`config.mk`:
```
export PLATFORM = sky130hd
export DESIGN_NAME = uart_tx_ext_flat
export DESIGN_NICKNAME = d
export VERILOG_FILES = /design/src/rtl/uart_tx_pkg.sv /design/src/rtl/uart_tx_ext_if.sv /design/src/rtl/uart_tx_fifo.sv /design/src/rtl/uart_tx_ext.sv /design/src/flat_wrapper.sv
export SDC_FILE = /design/constraint.sdc
export NUM_CORES = 1
export LEC_CHECK = 0
export ABC_AREA = 1
export CAP_MARGIN = 10
export CORE_MARGIN = 1
export CORE_UTILIZATION = 36
export DETAILED_ROUTE_END_ITERATION = 16
export SLEW_MARGIN = 20
export SYNTH_ARGS = -nofsm -noshare
export SYNTH_HDL_FRONTEND = slang
export SYNTH_HIERARCHICAL = 1
export SYNTH_SLANG_ARGS = --single-unit
```
`constraint.sdc`:
```
create_clock -name CLK -period 4.68 [get_ports CLK]
set_input_delay 0.468 -clock CLK [delete_from_list [all_inputs] [get_ports CLK]]
set_output_delay 0.468 -clock CLK [all_outputs]
set_load 0.02 [all_outputs]
```
`src/rtl/uart_tx_pkg.sv`:
```
// Shared definitions for the extended UART transmitter: FSM state encoding
// and default sizing for the data word, FIFO and prescaler.
package uart_tx_pkg;

  localparam int DEF_DATA_WD     = 8;
  localparam int DEF_FIFO_DEPTH  = 4;
  localparam int DEF_PRESCALE_WD = 8;

  typedef enum logic [2:0] {
    IDLE   = 3'd0,
    START  = 3'd1,
    DATA   = 3'd2,
    PARITY = 3'd3,
    STOP   = 3'd4
  } tx_state_e;

endpackage

```
`src/rtl/uart_tx_ext_if.sv`:
```
// Word handshake between a producer and the UART transmitter.
// The producer offers P_DATA with DATA_VALID; the transmitter accepts it on
// any rising edge where DATA_READY is also high.
interface uart_tx_ext_if #(
  parameter int DATA_WD = 8
);

  logic [DATA_WD-1:0] P_DATA;
  logic               DATA_VALID;
  logic               DATA_READY;

  modport master (
    output P_DATA,
    output DATA_VALID,
    input  DATA_READY
  );

  modport slave (
    input  P_DATA,
    input  DATA_VALID,
    output DATA_READY
  );

endinterface

```
`src/rtl/uart_tx_fifo.sv`:
```
// Transmit word FIFO. Pointers carry one extra wrap bit so that full and
// empty can be told apart when the index bits are equal. Writes to a full
// FIFO and reads from an empty one are silently dropped.
module uart_tx_fifo #(
  parameter int WIDTH = 8,
  parameter int DEPTH = 4
) (
  input  logic             CLK,
  input  logic             RST,
  input  logic             wr_en,
  input  logic [WIDTH-1:0] wr_data,
  input  logic             rd_en,
  output logic [WIDTH-1:0] rd_data,
  output logic             full,
  output logic             empty
);

  localparam int AW = $clog2(DEPTH);
  localparam logic [AW:0] PTR_ONE = (AW+1)'(1);

  logic [WIDTH-1:0] mem [DEPTH];
  logic [AW:0]      wr_ptr;
  logic [AW:0]      rd_ptr;
  logic             do_write;
  logic             do_read;

  assign full     = (wr_ptr[AW] != rd_ptr[AW]) && (wr_ptr[AW-1:0] == rd_ptr[AW-1:0]);
  assign empty    = (wr_ptr == rd_ptr);
  assign do_write = wr_en && !full;
  assign do_read  = rd_en && !empty;
  assign rd_data  = mem[rd_ptr[AW-1:0]];

  // Advance the write/read pointers; reset empties the FIFO.
  always_ff @(posedge CLK or negedge RST) begin
    if (!RST) begin
      wr_ptr <= '0;
      rd_ptr <= '0;
    end else begin
      if (do_write) wr_ptr <= wr_ptr + PTR_ONE;
      if (do_read)  rd_ptr <= rd_ptr + PTR_ONE;
    end
  end

  // Storage array; contents are only meaningful between the pointers.
  always_ff @(posedge CLK) begin
    if (do_write) mem[wr_ptr[AW-1:0]] <= wr_data;
  end

endmodule

```
`src/rtl/uart_tx_ext.sv`:
```
// UART transmitter with a word FIFO, optional even/odd parity, one or two
// stop bits and a per-frame programmable bit time. Frame settings are
// captured when a word leaves the FIFO so they stay fixed for that frame.
// TX_OUT and Busy are registered and are computed from the transition
// being taken on the same edge, so a new frame shows up one edge after
// the word reaches an empty, idle transmitter.
module uart_tx_ext
  import uart_tx_pkg::*;
#(
  parameter int DATA_WD     = DEF_DATA_WD,
  parameter int FIFO_DEPTH  = DEF_FIFO_DEPTH,
  parameter int PRESCALE_WD = DEF_PRESCALE_WD
) (
  input  logic                   CLK,
  input  logic                   RST,
  uart_tx_ext_if.slave           bus,
  input  logic                   PAR_EN,
  input  logic                   PAR_TYP,
  input  logic                   STOP2,
  input  logic [PRESCALE_WD-1:0] PRESCALE,
  output logic                   TX_OUT,
  output logic                   Busy
);

  localparam int                      BIT_CNT_WD = $clog2(DATA_WD);
  localparam logic [BIT_CNT_WD-1:0]   LAST_BIT   = BIT_CNT_WD'(DATA_WD - 1);
  localparam logic [BIT_CNT_WD-1:0]   BIT_ONE    = BIT_CNT_WD'(1);
  localparam logic [PRESCALE_WD-1:0]  PRESC_ONE  = PRESCALE_WD'(1);

  tx_state_e              state;
  tx_state_e              next_state;

  logic [DATA_WD-1:0]     fifo_data;
  logic                   fifo_full;
  logic                   fifo_empty;

  logic [DATA_WD-1:0]     shift_reg;
  logic [BIT_CNT_WD-1:0]  bit_cnt;
  logic                   stop_cnt;
  logic [PRESCALE_WD-1:0] presc_eff;
  logic [PRESCALE_WD-1:0] presc_q;
  logic [PRESCALE_WD-1:0] presc_cnt;
  logic                   par_en_q;
  logic                   stop2_q;
  logic                   parity_q;

  logic                   load_frame;
  logic                   bit_done;
  logic                   last_data_bit;
  logic                   last_stop_bit;
  logic                   tx_next;
  logic                   busy_next;

  uart_tx_fifo #(
    .WIDTH (DATA_WD),
    .DEPTH (FIFO_DEPTH)
  ) u_fifo (
    .CLK     (CLK),
    .RST     (RST),
    .wr_en   (bus.DATA_VALID),
    .wr_data (bus.P_DATA),
    .rd_en   (load_frame),
    .rd_data (fifo_data),
    .full    (fifo_full),
    .empty   (fifo_empty)
  );

  assign bus.DATA_READY = !fifo_full;

  // A programmed prescale of zero behaves as one cycle per bit.
  assign presc_eff     = (PRESCALE == '0) ? PRESC_ONE : PRESCALE;
  assign bit_done      = (state != IDLE) && (presc_cnt == '0);
  assign last_data_bit = (bit_cnt == LAST_BIT);
  assign last_stop_bit = !stop2_q || stop_cnt;
  assign load_frame    = !fifo_empty &&
                         ((state == IDLE) ||
                          ((state == STOP) && bit_done && last_stop_bit));

  // State register.
  always_ff @(posedge CLK or negedge RST) begin
    if (!RST) state <= IDLE;
    else      state <= next_state;
  end

  // Next-state decode; a bit ends when the prescale counter reaches zero.
  always_comb begin
    next_state = state;
    case (state)
      IDLE:    if (!fifo_empty) next_state = START;
      START:   if (bit_done) next_state = DATA;
      DATA:    if (bit_done && last_data_bit) next_state = par_en_q ? PARITY : STOP;
      PARITY:  if (bit_done) next_state = STOP;
      STOP:    if (bit_done && last_stop_bit) next_state = fifo_empty ? IDLE : START;
      default: next_state = IDLE;
    endcase
  end

  // Frame datapath: capture word and settings at frame start, then time
  // each bit with a down-counter reloaded at every bit boundary.
  always_ff @(posedge CLK or negedge RST) begin
    if (!RST) begin
      presc_cnt <= '0;
      presc_q   <= '0;
      bit_cnt   <= '0;
      stop_cnt  <= 1'b0;
      shift_reg <= '0;
      par_en_q  <= 1'b0;
      stop2_q   <= 1'b0;
      parity_q  <= 1'b0;
    end else if (load_frame) begin
      presc_q   <= presc_eff;
      presc_cnt <= presc_eff - PRESC_ONE;
      bit_cnt   <= '0;
      stop_cnt  <= 1'b0;
      shift_reg <= fifo_data;
      par_en_q  <= PAR_EN;
      stop2_q   <= STOP2;
      parity_q  <= (^fifo_data) ^ PAR_TYP;
    end else if (next_state == IDLE) begin
      presc_cnt <= '0;
    end else if (bit_done) begin
      presc_cnt <= presc_q - PRESC_ONE;
      if (state == DATA) begin
        shift_reg <= shift_reg >> 1;
        bit_cnt   <= bit_cnt + BIT_ONE;
      end
      if (state == STOP) stop_cnt <= 1'b1;
    end else begin
      presc_cnt <= presc_cnt - PRESC_ONE;
    end
  end

  // Output decode: the line value for the bit that starts on this edge.
  always_comb begin
    tx_next   = TX_OUT;
    busy_next = Busy;
    if (load_frame) begin
      tx_next   = 1'b0;
      busy_next = 1'b1;
    end else begin
      case (state)
        IDLE: begin
          tx_next   = 1'b1;
          busy_next = 1'b0;
        end
        START: if (bit_done) tx_next = shift_reg[0];
        DATA: begin
          if (bit_done) begin
            if (last_data_bit) tx_next = par_en_q ? parity_q : 1'b1;
            else               tx_next = shift_reg[1];
          end
        end
        PARITY: if (bit_done) tx_next = 1'b1;
        STOP: begin
          if (bit_done && last_stop_bit) begin
            tx_next   = 1'b1;
            busy_next = 1'b0;
          end
        end
        default: begin
          tx_next   = 1'b1;
          busy_next = 1'b0;
        end
      endcase
    end
  end

  // Registered serial line and busy flag; line idles high.
  always_ff @(posedge CLK or negedge RST) begin
    if (!RST) begin
      TX_OUT <= 1'b1;
      Busy   <= 1'b0;
    end else begin
      TX_OUT <= tx_next;
      Busy   <= busy_next;
    end
  end

endmodule
```
`src/flat_wrapper.sv`:
```
// flat-port wrapper written by rule: the top's interface ports become plain ports
module uart_tx_ext_flat import uart_tx_pkg::*;
#(
  parameter int DATA_WD     = DEF_DATA_WD,
  parameter int FIFO_DEPTH  = DEF_FIFO_DEPTH,
  parameter int PRESCALE_WD = DEF_PRESCALE_WD
)
  (CLK, RST, PAR_EN, PAR_TYP, STOP2, PRESCALE, TX_OUT, Busy, bus_P_DATA, bus_DATA_VALID, bus_DATA_READY);
  uart_tx_ext_if #(.DATA_WD(DATA_WD)) bus_i ();
  input  logic CLK;
  input  logic RST;
  input  logic PAR_EN;
  input  logic PAR_TYP;
  input  logic STOP2;
  input  logic [PRESCALE_WD-1:0] PRESCALE;
  output logic TX_OUT;
  output logic Busy;
  input wire logic [$bits(bus_i.P_DATA)-1:0] bus_P_DATA;
  input wire logic [$bits(bus_i.DATA_VALID)-1:0] bus_DATA_VALID;
  output wire logic [$bits(bus_i.DATA_READY)-1:0] bus_DATA_READY;
  assign bus_i.P_DATA = bus_P_DATA;
  assign bus_i.DATA_VALID = bus_DATA_VALID;
  assign bus_DATA_READY = bus_i.DATA_READY;
  uart_tx_ext #(.DATA_WD(DATA_WD), .FIFO_DEPTH(FIFO_DEPTH), .PRESCALE_WD(PRESCALE_WD)) u_core (.CLK(CLK), .RST(RST), .bus(bus_i), .PAR_EN(PAR_EN), .PAR_TYP(PAR_TYP), .STOP2(STOP2), .PRESCALE(PRESCALE), .TX_OUT(TX_OUT), .Busy(Busy));
endmodule
```
; Word level (Yosys, flattened, before mapping)
; Memories as Yosys holds them, arrays and structs flattened.
; Index checks and enable logic that the tools add are counted.
[op_classes]
n_addsub = 6
n_mul = 0
div_mod_pow = 0
n_lt_le_gt_ge = 0
eq_ne = 14
shift = 0
mux = 37
bitwise = 1
reduce_logical = 28
[ops]
columns = cell, count
row1 = 8-bit two-way mux, 8
row2 = 3-bit two-way mux, 10
row3 = 8-bit by 1-bit subtractor with 8-bit output (second input constant), 3
row4 = 8-bit zero test, 2
row5 = 1-bit two-way mux, 16
row6 = 3-bit case mux with 5 select lines, 1
row7 = 3-bit by 1-bit adder with 3-bit output (second input constant), 3
row8 = 1-bit logical AND, 9
row9 = 3-bit by 2-bit inequality test with 1-bit output (second input constant), 3
row10 = 8-bit parity, 1
row11 = 3-bit by 2-bit equality test with 1-bit output (second input constant), 2
row12 = 3-bit equality test (second input constant), 2
row13 = 3-bit zero test, 2
row14 = 3-bit AND reduction, 2
row15 = 2-bit nonzero test, 3
row16 = 1-bit case mux with 4 select lines, 1
row17 = 4-bit AND reduction, 1
row18 = 3-bit by 1-bit equality test with 1-bit output (second input constant), 1
row19 = 3-bit equality test, 1
row20 = 1-bit zero test, 3
row21 = 3-bit inequality test (second input constant), 1
row22 = 3-bit nonzero test, 1
row23 = 3-bit OR reduction, 1
row24 = 2-bit equality test, 1
row25 = 7 further kinds, 8
[word_totals]
regBits = 42
latch_bits = 0
ramBits = 32
mem_bits_ro = 0
elab_cells = 100
mem_count = 1
[memory_table]
columns = memory, words, word_bits, rd, rd_ports_with_merged_regs, write_ports, line
row1 = u_core.u_fifo.mem, 4, 8, 1, 0, 1, uart_tx_fifo.sv:21  ; logic [WIDTH-1:0] mem [DEPTH];

; Logic depth before layout (Yosys ltp)
[logic_depth]
word_depth = 8
ltp_mapped = 14
mapped_depth_nobuf = 13

; Cells and area by module
; The synthesis kept the hierarchy.
[by_module_without_submodules]
columns = mod, instances, cells_each, area_each_um2
row1 = uart_tx_ext, 1, 304, 2228.4
row2 = uart_tx_fifo, 1, 138, 1641.6

; Worst setup path after synthesis
; OpenSTA, ideal clock, no wires.
[synth_timing]
kind = flip-flop to flip-flop
start = reg u_core.u_fifo.rd_ptr[0]
end = reg u_core.parity_q
setup_ns = 0.118
arrival_ns = 1.788
path_slack_ns = 2.775
stages_incl_launch_ff = 12
n_path_buf = 2
path_cell_list = dfrtp_1 buf_6 inv_6 buf_2 nor2_1 o22ai_1 xnor2_1 xor2_1 xor2_1 or2_2 nand3_1 nand2_1
[synth_via]
elab_chain_cells = 3
[synth_rtl]
columns = item, line
row1 = from (decl), uart_tx_fifo.sv:23  ; logic [AW:0] rd_ptr;
row2 = from (signal assigned), uart_tx_fifo.sv:40  ; if (do_read) rd_ptr <= rd_ptr + PTR_ONE;
row3 = memory 4 x 8 bit, --
row4 = named net u_core.fifo_data[2], uart_tx_ext.sv:33  ; logic [DATA_WD-1:0] fifo_data;
row5 = 8-bit parity, uart_tx_ext.sv:118  ; parity_q <= (^fifo_data) ^ PAR_TYP;
row6 = 1-bit XOR, uart_tx_ext.sv:118
row7 = to (signal assigned), uart_tx_ext.sv:118
row8 = to (decl), uart_tx_ext.sv:45  ; logic parity_q;
; The timed path passes the listed nets, and every way through them passes these cells.
; A chain may end at the register's enable or synchronous reset.

; Final worst setup path
[layout_timing]
start = reg u_core.u_fifo.rd_ptr[0]
end = reg u_core.bit_cnt[0]
[layout_via]
elab_chain_cells = 7
[layout_rtl]
columns = item, line
row1 = 3-bit equality test (*), uart_tx_fifo.sv:28  ; assign empty = (wr_ptr == rd_ptr);
row2 = named net u_core.fifo_empty, uart_tx_ext.sv:35  ; logic fifo_empty;
row3 = 1-bit two-way mux, uart_tx_ext.sv:93  ; STOP: if (bit_done && last_stop_bit) next_state = fifo_empty ? IDLE : START;
row4 = 3-bit two-way mux, uart_tx_ext.sv:93
row5 = 3-bit case mux with 5 select lines, uart_tx_ext.sv:88  ; case (state)
row6 = 3-bit zero test, uart_tx_ext.sv:119  ; end else if (next_state == IDLE) begin
row7 = 2-bit inequality test (no source line), --
row8 = 3-bit AND reduction (no source line), --
row9 = to (signal assigned), uart_tx_ext.sv:125  ; bit_cnt <= bit_cnt + BIT_ONE;
row10 = to (decl), uart_tx_ext.sv:38  ; logic [BIT_CNT_WD-1:0] bit_cnt;
; Mark *: on every way through the listed nets, which the timed path passes. The rest lies on a longest branch.

==> reports/results.ini <==
[outcome]
status=complete, no violations

[yosys]
avgSynthCellArea_sq_um=8.76
syn-num-nets=473
synth.distinct_cells=39
netlist_area_sq_um=3870
yosysSeqAreaShare=0.520
synth_top_area_cell=dfrtp_1
synthCells=442
synth_area_leaders=dfrtp_1, edfxtp_1, nand2_1, inv_1, nor2_1
yosysWarningCount=6
ys_seq_elements=74
yosysTopAreaCellShare=0.265

[flow_run]
drv_cap=0

[pwr]
power.switching_mw=1.23
ir_drop_uv=258
clkPwrFrac=0.170
comb_power_share=0.447
internal_power_mw=1.61
p_leak_nw=1.98
switching_share=0.434
pwr-share-seq=0.383
power_density_nw_per_um2=650

[clocking]
cts_tree=built
post_cts_buffers=0
numCtsBuffers=9
clkTransAtPathRegs_ns=0.09
root_buffer=clkbuf_8
htreeDepth=3
ctsHoldBuffers=0
worstSkewPairLatency_ns=0.36
clockBufferDepth=2
clock_sinks=74
cts_resized=0

[finish]
seqCellArea_sq_um=2010
area_growth_syn_to_layout_pct=12.8
layout.nets=494
diodes=0
finalInstanceArea_sq_um=4370
mostFrequentLayoutCells=nand2_1, inv_1, nor2_1
fill_cells=1037
drive_above_1_share=0.0983
multi_input_area_sq_um=1540
final_common_cell=nand2_1
largest_register_ffs=32

[placement]
dp_hpwl_um=5450
io_buffers=24
place_area_sq_um=4170
globalplace.congestion=0.814

[sta]
fin_crit_ns=2.72
rsz0062_at_grt=false
fin_crit_sh=0.582
finalHoldViolCount=0
slew_violations=0
setup_tns_ns=0
setup_viol=0
tightest_slew_ns=0.940
max_slew_margin=0.373
fmax_ghz=0.367
fin_skew_ns=0.0112

[route]
wl_um=7710
num_vias=2888
vias_per_cell=4.78
post_drt_wl_per_cell_um=12.8
drcViolationCount=0
drtIter0Drc=177
first_pass_iters=4
ant_nets=0

[floorplanning]
core_sq_um=10400
dieArea_sq_um=11200
rows=37
die_y_um=106
io_pins=25
fp.dieW_um=106
initial_core_util=0.373

[critical_path]
crit_required_ns=4.93
worstSetupPathType=reg -> reg
critPathCaptureType=flop
crit_path_start_kind=flop
cp_data_arrival_time_ns=2.97
critPathMaxFanout=33

[global_routing]
grt_pass1_wl_um=13100
grt_overflow=0
track_usage=0.149
first_global_vias=2860
grt_max_degree=43
antenna_found_initial=0

[worst_hold_path]
hold_path.class=in -> async

[power groups by stage]
stage                     Combinational (mW)  Sequential (mW)  Clock, mW
after floorplan                         1.06             1.04          0
after global placement                  1.23             1.09          0
after detailed placement                1.27             1.10          0
after CTS                               1.27             1.09      0.499
after global routing                    1.44             1.12      0.526
final                                   1.27             1.09      0.483
[path summary, 6_finish.rpt]
| path | startpoint | to | slack, ns | depth (start not counted) |
|---|---|---|---|---|
| max | u_core/u_fifo/rd_ptr[0] | u_core/bit_cnt[0] | 1.96 | 10 |
| min | RST | u_core/presc_cnt[4] | 0.25 | 1 |
| max reg2reg | u_core/u_fifo/rd_ptr[0] | u_core/bit_cnt[0] | 1.96 | 10 |
| min reg2reg | u_core/Busy | u_core/Busy | 0.48 | 2 |
| max in group asynchronous | RST | u_core/u_fifo/rd_ptr[2] | 3.85 | 1 |
| min in group CLK | u_core/Busy | u_core/Busy | 0.48 | 2 |
[kinds of logic (layout without fill, tap and decap cells)]
logic type,Yosys count,after routing,share of synthesized area
AO/OA/AOI/OAI,63,63,0.0944
buffers and inverters,70,96,0.0818
flip-flops,74,74,0.520
XOR/XNOR,13,13,0.0314
adder cells (fa/ha/maj),9,9,0.0291
AND/OR/NAND/NOR,213,213,0.243
[critical path: stages, from the launching register on]
cell and delay [ns]:
dfrtp_1 0.76, inv_6 0.15, nand2_2 0.10, nand2_2 0.07, nand3_2 0.12, inv_1 0.08
nor2_1 0.15, nand2_2 0.38, o21ai_2 0.45, o21ai_0 0.20, o21a_1 0.15
[cells in the mapped netlist]
library cell	count
nor2_1	44
or2_2	1
nor2_4	3
xnor2_1	5
inv_6	1
nand2_1	115
buf_6	4
nand2_4	1
nand3b_1	4
ha_1	9
nand3_4	1
dfstp_2	1
clkbuf_2	1
dfrtp_1	41
o21ai_0	27
o21ai_2	1
nand3_1	26
nor3_1	1
o21ai_1	7
o221ai_1	1
o211ai_1	1
buf_4	3
xnor2_2	1
inv_1	53
o21a_1	1
a21oi_1	7
xor2_1	7
o21bai_1	2
nand2_2	12
nor2_2	3
nand3_2	1
inv_2	2
clkbuf_1	1
a31oi_1	7
edfxtp_1	32
o21bai_4	1
nand4_1	1
o22ai_1	8
buf_2	5
[layout make-up]
| class | count | share of cell area |
|---|---|---|
| clock inverters | 7 | 0.0155 |
| well taps | 136 | 0.0390 |
| clock buffers | 9 | 0.0284 |
| repair buffers | 24 | 0.0539 |
| multi-input cells | 298 | 0.353 |
| inverters | 56 | 0.0493 |
| flip-flops and latches | 74 | 0.461 |
[metal layers]
layer	share of wire	global-route usage	vias to the layer above	wire [um]
met1	0.46	0.187	1331	3580
met5	0	0	-	0
li1	-	-	1470	-
met3	0.049	0.0383	16	381
met4	0.021	0.0635	0	163
met2	0.46	0.244	71	3580
[through the flow]
stage / worst slack [ns] / total power [mW] / hold slack (ns) / cells / util
after floorplan: 2.77 / 2.10 / 0.172 / 442 / -
after global placement: 2.09 / 2.33 / 0.462 / 588 / 0.403
after detailed placement: 1.94 / 2.37 / 0.461 / 588 / 0.403
after CTS: 1.93 / 2.86 / 0.277 / 604 / 0.421
after global routing: 1.64 / 3.08 / 0.337 / 604 / 0.421
final: 1.96 / 2.84 / 0.251 / 604 / 0.421
No activity file was read; power rests on OpenSTA's default activity.
